===== config.mk =====
export PLATFORM = sky130hd
export DESIGN_NAME = adder_req_arbiter
export DESIGN_NICKNAME = d
export VERILOG_FILES = /design/src/rtl/adder_req_arbiter.sv
export SDC_FILE = /design/constraint.sdc
export NUM_CORES = 1
export LEC_CHECK = 0
export ABC_AREA = 1
export CORE_ASPECT_RATIO = 0.8
export CORE_MARGIN = 8
export CORE_UTILIZATION = 25
export DETAILED_ROUTE_END_ITERATION = 8
export HOLD_SLACK_MARGIN = 0.02
export SYNTH_ARGS = -nofsm -noshare
export SYNTH_HDL_FRONTEND = slang
export SYNTH_SLANG_ARGS = --single-unit

===== constraint.sdc =====
create_clock -name clk_i -period 4.91 [get_ports clk_i]
set_input_delay 0.7365 -clock clk_i [delete_from_list [all_inputs] [get_ports clk_i]]
set_output_delay 0.7365 -clock clk_i [all_outputs]
set_load 0.03 [all_outputs]

===== src/rtl/adder_req_arbiter.sv =====
// rtl/adder_req_arbiter.sv - round-robin arbiter sharing one combinational adder among requesters
//
// Purpose: accepts operand pairs from NumReq requesters (round-robin), drives
// the shared adder inputs from registers, captures the sum plus carry-out and
// returns it tagged with the owner index over one valid/ready response channel.
//
// Ports:
//   clk_i        clock, rising edge
//   rst_i        synchronous reset, active-high
//   req_valid_i  per-requester request valid
//   req_a_i      packed operand A, requester k at [k*Width +: Width]
//   req_b_i      packed operand B, same packing
//   req_ready_o  one-hot accept strobe (combinational, IDLE only)
//   adder_a_o    registered adder operand A
//   adder_b_o    registered adder operand B
//   adder_c_i    adder sum (A+B) mod 2^Width
//   rsp_valid_o  result valid
//   rsp_ready_i  result consumer ready
//   rsp_c_o      captured sum
//   rsp_ovf_o    unsigned carry-out of the sum
//   rsp_id_o     owner of the result
//   busy_o       high whenever not IDLE
module adder_req_arbiter #(
    parameter int Width  = 8,
    parameter int NumReq = 4,
    parameter int IdW    = $clog2(NumReq)
) (
    input  logic                     clk_i,
    input  logic                     rst_i,
    input  logic [NumReq-1:0]        req_valid_i,
    input  logic [NumReq*Width-1:0]  req_a_i,
    input  logic [NumReq*Width-1:0]  req_b_i,
    output logic [NumReq-1:0]        req_ready_o,
    output logic [Width-1:0]         adder_a_o,
    output logic [Width-1:0]         adder_b_o,
    input  logic [Width-1:0]         adder_c_i,
    output logic                     rsp_valid_o,
    input  logic                     rsp_ready_i,
    output logic [Width-1:0]         rsp_c_o,
    output logic                     rsp_ovf_o,
    output logic [IdW-1:0]           rsp_id_o,
    output logic                     busy_o
);

    typedef enum logic [1:0] {
        IDLE = 2'd0,
        EXEC = 2'd1,
        RESP = 2'd2
    } state_t;

    state_t             state;
    logic [IdW-1:0]     last_grant;
    logic [IdW-1:0]     cand;
    logic [IdW-1:0]     win_idx;
    logic               win_found;
    logic [Width-1:0]   win_a;
    logic [Width-1:0]   win_b;
    logic               accept;

    // Search upward from last_grant+1, wrapping at NumReq (which need not be
    // a power of two), and keep the first asserted request.
    always_comb begin
        cand      = last_grant;
        win_found = 1'b0;
        win_idx   = '0;
        for (int i = 0; i < NumReq; i++) begin
            cand = (cand == IdW'(NumReq - 1)) ? '0 : cand + 1'b1;
            if (!win_found && req_valid_i[cand]) begin
                win_found = 1'b1;
                win_idx   = cand;
            end
        end
    end

    always_comb begin
        win_a = '0;
        win_b = '0;
        for (int k = 0; k < NumReq; k++) begin
            if (win_idx == IdW'(k)) begin
                win_a = req_a_i[k*Width +: Width];
                win_b = req_b_i[k*Width +: Width];
            end
        end
    end

    // Reset takes priority over an accept, so the strobe is masked by rst_i.
    assign accept = (state == IDLE) && win_found && !rst_i;

    always_comb begin
        req_ready_o = '0;
        if (accept) begin
            req_ready_o[win_idx] = 1'b1;
        end
    end

    always_ff @(posedge clk_i) begin
        if (rst_i) begin
            state       <= IDLE;
            last_grant  <= IdW'(NumReq - 1);
            adder_a_o   <= '0;
            adder_b_o   <= '0;
            rsp_valid_o <= 1'b0;
            rsp_c_o     <= '0;
            rsp_ovf_o   <= 1'b0;
            rsp_id_o    <= '0;
            busy_o      <= 1'b0;
        end else begin
            case (state)
                IDLE: begin
                    if (win_found) begin
                        adder_a_o  <= win_a;
                        adder_b_o  <= win_b;
                        rsp_id_o   <= win_idx;
                        last_grant <= win_idx;
                        busy_o     <= 1'b1;
                        state      <= EXEC;
                    end
                end
                EXEC: begin
                    rsp_c_o     <= adder_c_i;
                    // A wrapped sum is smaller than either operand exactly when
                    // a carry left the top bit.
                    rsp_ovf_o   <= (adder_c_i < adder_a_o);
                    rsp_valid_o <= 1'b1;
                    state       <= RESP;
                end
                RESP: begin
                    if (rsp_ready_i) begin
                        rsp_valid_o <= 1'b0;
                        busy_o      <= 1'b0;
                        state       <= IDLE;
                    end
                end
                default: begin
                    rsp_valid_o <= 1'b0;
                    busy_o      <= 1'b0;
                    state       <= IDLE;
                end
            endcase
        end
    end

endmodule

==> impl_metrics.py, run 1 <==
metrics = {
    "min_path": {
        "min_from": "busy_o",
        "hp-class": "reg2reg",
    },
    "cells_and_area": {
        "area_delta_synth_final_pct": 55.26,
        "layout.nets": 534,
        "drive_gt1_share_pct": 12.72,
        "n_fill_cell": 995,
        "antenna_cells": 0,
    },
    "floorplanning": {
        "coreArea_sq_um": 9449,
        "die_w_um": 125.0,
        "die_h_um": 103.2,
        "io_pins": 112,
        "num_rows": 32,
        "initial_utilization_pct": 25.16,
        "die_area_sq_um": 12910,
    },
    "placed_design": {
        "gp_congestion": 0.8828,
        "io_buffers": 111,
        "dp_hpwl_mm": 6.598,
    },
    "routing": {
        "wl_per_cell_um": 14.50,
        "vias": 2635,
        "drtIter0Drc": 154,
        "drc": 0,
        "firstDrtPassIters": 5,
        "routed_via_density": 4.647,
        "drt.antenna.violating_nets": 0,
        "totalWireLength_mm": 8.223,
    },
    "logic_synthesis": {
        "yosysTopAreaCell": "dfxtp_1",
        "yosysSeqAreaShare_pct": 27.79,
        "synth.area.top_cells": "dfxtp_1 28%, nand2_1 13%, nand3_1 8.6%",
        "synthArstFlopShare_pct": 0,
        "synth_edf_count": 0,
        "syn_nets": 432,
        "synth_seq_cells": 33,
        "synthTopCellsByCount": "82 x nand2_1, 41 x nand3_1, 41 x nor2_1",
        "synth_area_sq_um": 2377,
        "yosys_warnings": 0,
        "synthMostInstantiatedCell": "nand2_1",
        "synth_cell_type_count": 37,
        "synth_top_area_share_pct": 27.79,
        "avgSynthCellArea_sq_um": 6.891,
        "synth-main-ff-cell": "dfxtp_1",
        "syn_inst": 345,
    },
    "outcome": {
        "status": "finished, final reports clean",
    },
    "clock_network": {
        "cts_root_buf": "clkbuf_16",
        "clk_pin_slew_ns": 0.05,
        "cts_resized": 0,
        "cts_made_buffers": 5,
        "clock_latency_ns": 0.28,
        "clk_path_buf_depth": 2,
        "cts_tree": "built",
        "postCtsHoldBufs": 0,
        "htree_levels": 2,
        "cts.sinks": 33,
        "postCtsSetupRepairBufs": 0,
    },
    "timing": {
        "setup_tns_ns": 0,
        "fin_skew_ns": 0.002542,
        "slew_violations": 0,
        "slew_headroom_pct": 51.99,
        "rsz0062_at_grt": "false",
        "setup_violations": 0,
        "tightestPinTransition_ns": 0.7176,
        "period_needed_ns": 4.084,
        "hold_violations": 0,
        "clock.fmax_mhz": 244.9,
        "period_share_pct": 83.18,
    },
    "power_and_ir_drop": {
        "total_power_mw": 2.900,
        "p_leak_nw": 1.549,
        "powerDensity_nw_per_um2": 785.6,
        "irDropWorstVdd_v": 0.0002481,
    },
    "critical_path": {
        "setup.worst_path.start_class": "flop",
        "criticalPathCategory": "reg2out",
        "required_ns": 4.17,
        "crit_start": "last_grant[0]",
        "cp.arrival_ns": 3.35,
        "crit_path_end_kind": "primary output",
        "r2r_start": "last_grant[0]",
        "path_max_fanout": 25,
    },
    "grt": {
        "antenna_found_initial": 0,
        "overflow": 0,
        "grt_use_total_pct": 12.49,
        "grt_pass1_vias": 2668,
        "grt_pass1_wl_mm": 13.29,
        "grt_max_degree": 28,
    },
    "run": {
        "max_cap_violations": 0,
    },
}
==> state kept, by name, summed over array words and instances, names as in the netlist <==
name / cells
state: 2
adder_b_o: 8
adder_a_o: 8
last_grant: 2
rsp_c_o: 8
rsp_ovf_o: 1
rsp_id_o: 2
rsp_valid_o: 1
busy_o: 1
==> layout by cell type, fill, tap and decap left out, types with 3 or more instances in the layout <==
cell type / n
nor2_2: 4
a21oi_2: 4
ha_1: 8
nand3_1: 41
o21ai_0: 23
nor2_1: 41
dfxtp_1: 33
nand2_1: 82
clkbuf_16: 5
a21oi_1: 9
nand4_1: 10
nor3_2: 3
inv_1: 25
clkdlybuf4s50_1: 111
nand2_2: 8
nand2_4: 4
nand3_2: 10
inv_2: 4
==> cell families after synthesis <==
kind of cell | count (synthesis) | synth area share [%]
and+or+nand+nor | 212 | 46.58
adders and majority gates | 8 | 4.211
DFF | 33 | 27.79
AOI/OAI and AO/OA | 45 | 11.00
buffers and inverters | 47 | 10.42
==> final cells by class <==
class | count | area, sq um | share of cell area, %
clock buffers | 6 | 138.9 | 3.763
clock inverters | 2 | 37.54 | 1.017
inverters | 30 | 117.6 | 3.186
multi-input cells | 265 | 1469 | 39.80
flip-flops and latches | 33 | 660.6 | 17.90
well taps | 119 | 148.9 | 4.034
repair buffers | 112 | 1119 | 30.31
==> final timing paths <==
kind                            slack [ns]  depth (start not counted)        endpoint
worst max-delay path                  0.83                         13  req_ready_o[3]
worst min-delay path                  0.48                          2          busy_o
worst max register to register        2.16                         12    adder_a_o[2]
worst min register to register        0.48                          2          busy_o
==> worst max-delay path, cell delays in order, from the launching register on <==
cell	delay, ns
dfxtp_1	0.34
ha_1	0.24
nor2_2	0.50
nand2_2	0.12
nand3_1	0.14
nand2_1	0.12
inv_1	0.08
nand3_1	0.09
nand3_2	0.12
nand2_8	0.15
inv_6	0.19
nand2_4	0.13
nor2_1	0.14
clkdlybuf4s50_1	0.68
==> metal layers <==
metal / vias to the layer above / global-route usage [%] / routed length, um
met2: 91 / 19.78 / 3644
met1: 1198 / 16.49 / 3958
met4: 0 / 2.985 / 72
met5: - / 0 / 0
li1: 1340 / - / -
met3: 6 / 3.586 / 547
==> power breakdown <==
part / internal (mW) / switching [mW] / total [mW]
Combinational: 0.709 / 1.38 / 2.09
Sequential: 0.369 / 0.0678 / 0.437
Clock: 0.253 / 0.117 / 0.370
==> per-stage QoR <==
stage	utilization [%]	area, sq um	cells	worst slack [ns]	hold slack (ns)
global route	39.06	3691	567	0.5533	0.5049
detailed placement	37.20	3515	559	0.9827	0.4770
floorplan	-	2377	345	2.041	0.4329
global placement	37.20	3515	559	1.032	0.4683
finish	39.06	3691	567	0.8260	0.4804
CTS	39.06	3691	567	0.8076	0.4853
Note: power is estimated with default switching activity, not from simulation.
==> run 2, diff against run 1 <==
Clock period 4.91 ns to 3.8 ns, I/O delays scaled along.
==> impl_metrics.py, run 2 (same netlist as run 1, synthesis figures left out) <==
metrics = {
    "cells_and_area": {
        "final_cell_mix": "107 x clkdlybuf4s50_1, 82 x nand2_1, 41 x nand3_1, 41 x nor2_1, 33 x dfxtp_1",
        "antenna_cells": 0,
        "layout_commonest_cell": "clkdlybuf4s50_1",
        "layout.nets": 536,
        "multiInputGateArea_sq_um": 1469,
        "seq_area_sq_um": 660.6,
        "final_area_sq_um": 3659,
        "drive_gt1_share_pct": 13.78,
        "area_delta_synth_final_pct": 53.89,
        "n_fill_cell": 992,
        "reg_top3": "adder_a_o: 8 flops, adder_b_o: 8 flops, rsp_c_o: 8 flops",
    },
    "timing": {
        "setup_tns_ns": 0,
        "setup_ws_ns": 0.4062,
        "tightestPinTransition_ns": 0.6412,
        "period_needed_ns": 3.394,
        "clock.fmax_mhz": 294.7,
        "slew_headroom_pct": 57.09,
        "setup_violations": 0,
        "slew_violations": 0,
        "hold_violations": 0,
        "fin_skew_ns": 0.002057,
        "rsz0062_at_grt": "false",
        "period_share_pct": 89.31,
    },
    "routing": {
        "top_layer_used": "met4",
        "wl_per_cell_um": 14.27,
        "totalWireLength_mm": 8.117,
        "drt-met1-wl_mm": 3.895,
        "firstDrtPassIters": 4,
        "vias": 2609,
        "wl_met3_um": 593,
        "dr_wl_met2_mm": 3.517,
        "drtIter0Drc": 189,
        "drt.antenna.violating_nets": 0,
        "routed_via_density": 4.585,
        "drc": 0,
    },
    "placed_design": {
        "dpl_worst_slack_ns": 0.7032,
        "dp_hpwl_mm": 6.577,
        "io_buffers": 111,
        "gp_congestion": 0.8836,
        "place_area_sq_um": 3520,
    },
    "critical_path": {
        "reg2reg_slack_ns": 1.07,
        "slowest_stage": "nor2_2",
        "path_max_fanout": 25,
        "crit_top_cell": "nand2_1",
        "crit_path_end_kind": "primary output",
        "setup.worst_path.start_class": "flop",
        "criticalPathCategory": "reg2out",
        "path_cells": "ha_1 -> nor2_2 -> buf_4 -> nand2_1 -> nand2_1 -> nand2_1 -> nand2_1 -> nand4_1 -> nand2_2 -> nand2_8 -> inv_6 -> nand2_4 -> nor2_1 -> buf_4",
        "critPathMaxStageDelay_ns": 0.40,
        "worstReg2RegEnd": "adder_b_o[0]",
        "required_ns": 3.23,
        "r2r_start": "last_grant[0]",
        "cp.arrival_ns": 2.82,
        "worstRegToRegCells": 16,
    },
    "run": {
        "max_cap_violations": 0,
    },
    "min_path": {
        "min_from": "adder_b_o[0]",
        "hp-class": "reg2reg",
        "timing.hold.worst_path_depth": 2,
        "hold_path_end": "adder_b_o[0]",
    },
    "clock_network": {
        "cts_made_buffers": 5,
        "clk_pin_slew_ns": 0.05,
        "cts_root_buf": "clkbuf_16",
        "cts_resized": 0,
        "cts.sinks": 33,
        "clk_path_buf_depth": 2,
        "cts_tree": "built",
        "postCtsHoldBufs": 0,
        "clock_latency_ns": 0.27,
        "postCtsSetupRepairBufs": 0,
        "htree_levels": 2,
    },
    "power_and_ir_drop": {
        "seqPwrFrac_pct": 15.3,
        "clockPowerShare_pct": 10.4,
        "p_leak_nw": 1.554,
        "p_sw_share_pct": 55.20,
        "intPower_mw": 1.645,
        "powerDensity_nw_per_um2": 1004,
        "p_switching_mw": 2.027,
        "irDropWorstVdd_v": 0.0003401,
        "p_comb_share_pct": 74.3,
    },
    "floorplanning": {
        "die_area_sq_um": 12910,
        "io_pins": 112,
        "num_rows": 32,
        "coreArea_sq_um": 9449,
        "die_w_um": 125.0,
        "initial_utilization_pct": 25.16,
        "die_h_um": 103.2,
    },
    "grt": {
        "grt_max_degree": 28,
        "grt_pass1_wl_mm": 12.59,
        "grt_pass1_vias": 2503,
        "antenna_found_initial": 0,
        "overflow": 0,
        "grt_use_total_pct": 12.10,
    },
    "outcome": {
        "status": "finished, final reports clean",
    },
}
run 2: cell types whose count changed in the layout (fill, tap and decap cells not counted), sizes merged:
| cell | delta |
|---|---|
| buf | +6 |
| clkdlybuf4s50 | -4 |
| clkinv | +2 |
| bufinv | -1 |
| clkinvlp | -1 |
run 2: worst max path at each step:
| stage | from | end | slack (ns) | cells past startpoint |
|---|---|---|---|---|
| 2_1_floorplan | last_grant[0] | req_ready_o[3] | 1.10 | 13 |
| 3_3_place_gp | last_grant[0] | req_ready_o[3] | 0.73 | 14 |
| 3_5_place_dp | last_grant[0] | req_ready_o[3] | 0.70 | 14 |
| 4_1_cts | last_grant[0] | req_ready_o[3] | 0.39 | 14 |
| 5_1_grt | last_grant[0] | req_ready_o[3] | 0.10 | 14 |
| 6_report | last_grant[0] | req_ready_o[3] | 0.41 | 14 |
run 2: area by class of cell:
cell class / count / share of cell area [%]
multi-input cells: 265 / 40.15
repair buffers: 114 / 30.71
flip-flops and latches: 33 / 18.06
well taps: 119 / 4.070
clock buffers: 6 / 3.523
inverters: 30 / 3.215
clock inverters: 2 / 0.2736
run 2: worst max-delay path: cells and delay by family, from the launching register on:
kind | cells | cell delay [ns]
DFF | 1 | 0.34
buffers and inverters | 3 | 0.61
and+or+nand+nor | 10 | 1.36
adders and majority gates | 1 | 0.24
run 2: power groups by stage:
stage	clock, mW	sequential, mW	combinational, mW
final	0.381	0.561	2.73
after global routing	0.406	0.580	3.04
after CTS	0.390	0.564	2.76
after detailed placement	0	0.570	2.76
after global placement	0	0.569	2.72
after floorplan	0	0.752	1.96
run 2: per-stage QoR:
stage	power, mW	hold slack (ns)	util (%)	std cells
final	3.672	0.4744	38.72	569
after global routing	4.029	0.4931	38.72	569
after global placement	3.291	0.4703	37.25	561
after CTS	3.713	0.4797	38.72	569
after floorplan	2.712	0.4329	-	345
after detailed placement	3.326	0.4715	37.25	561
run 2: routing by layer:
layer,global-route usage [%],vias up
li1,-,1346
met1,15.54,1159
met2,19.12,95
met3,3.637,9
met4,4.011,0
met5,0,-
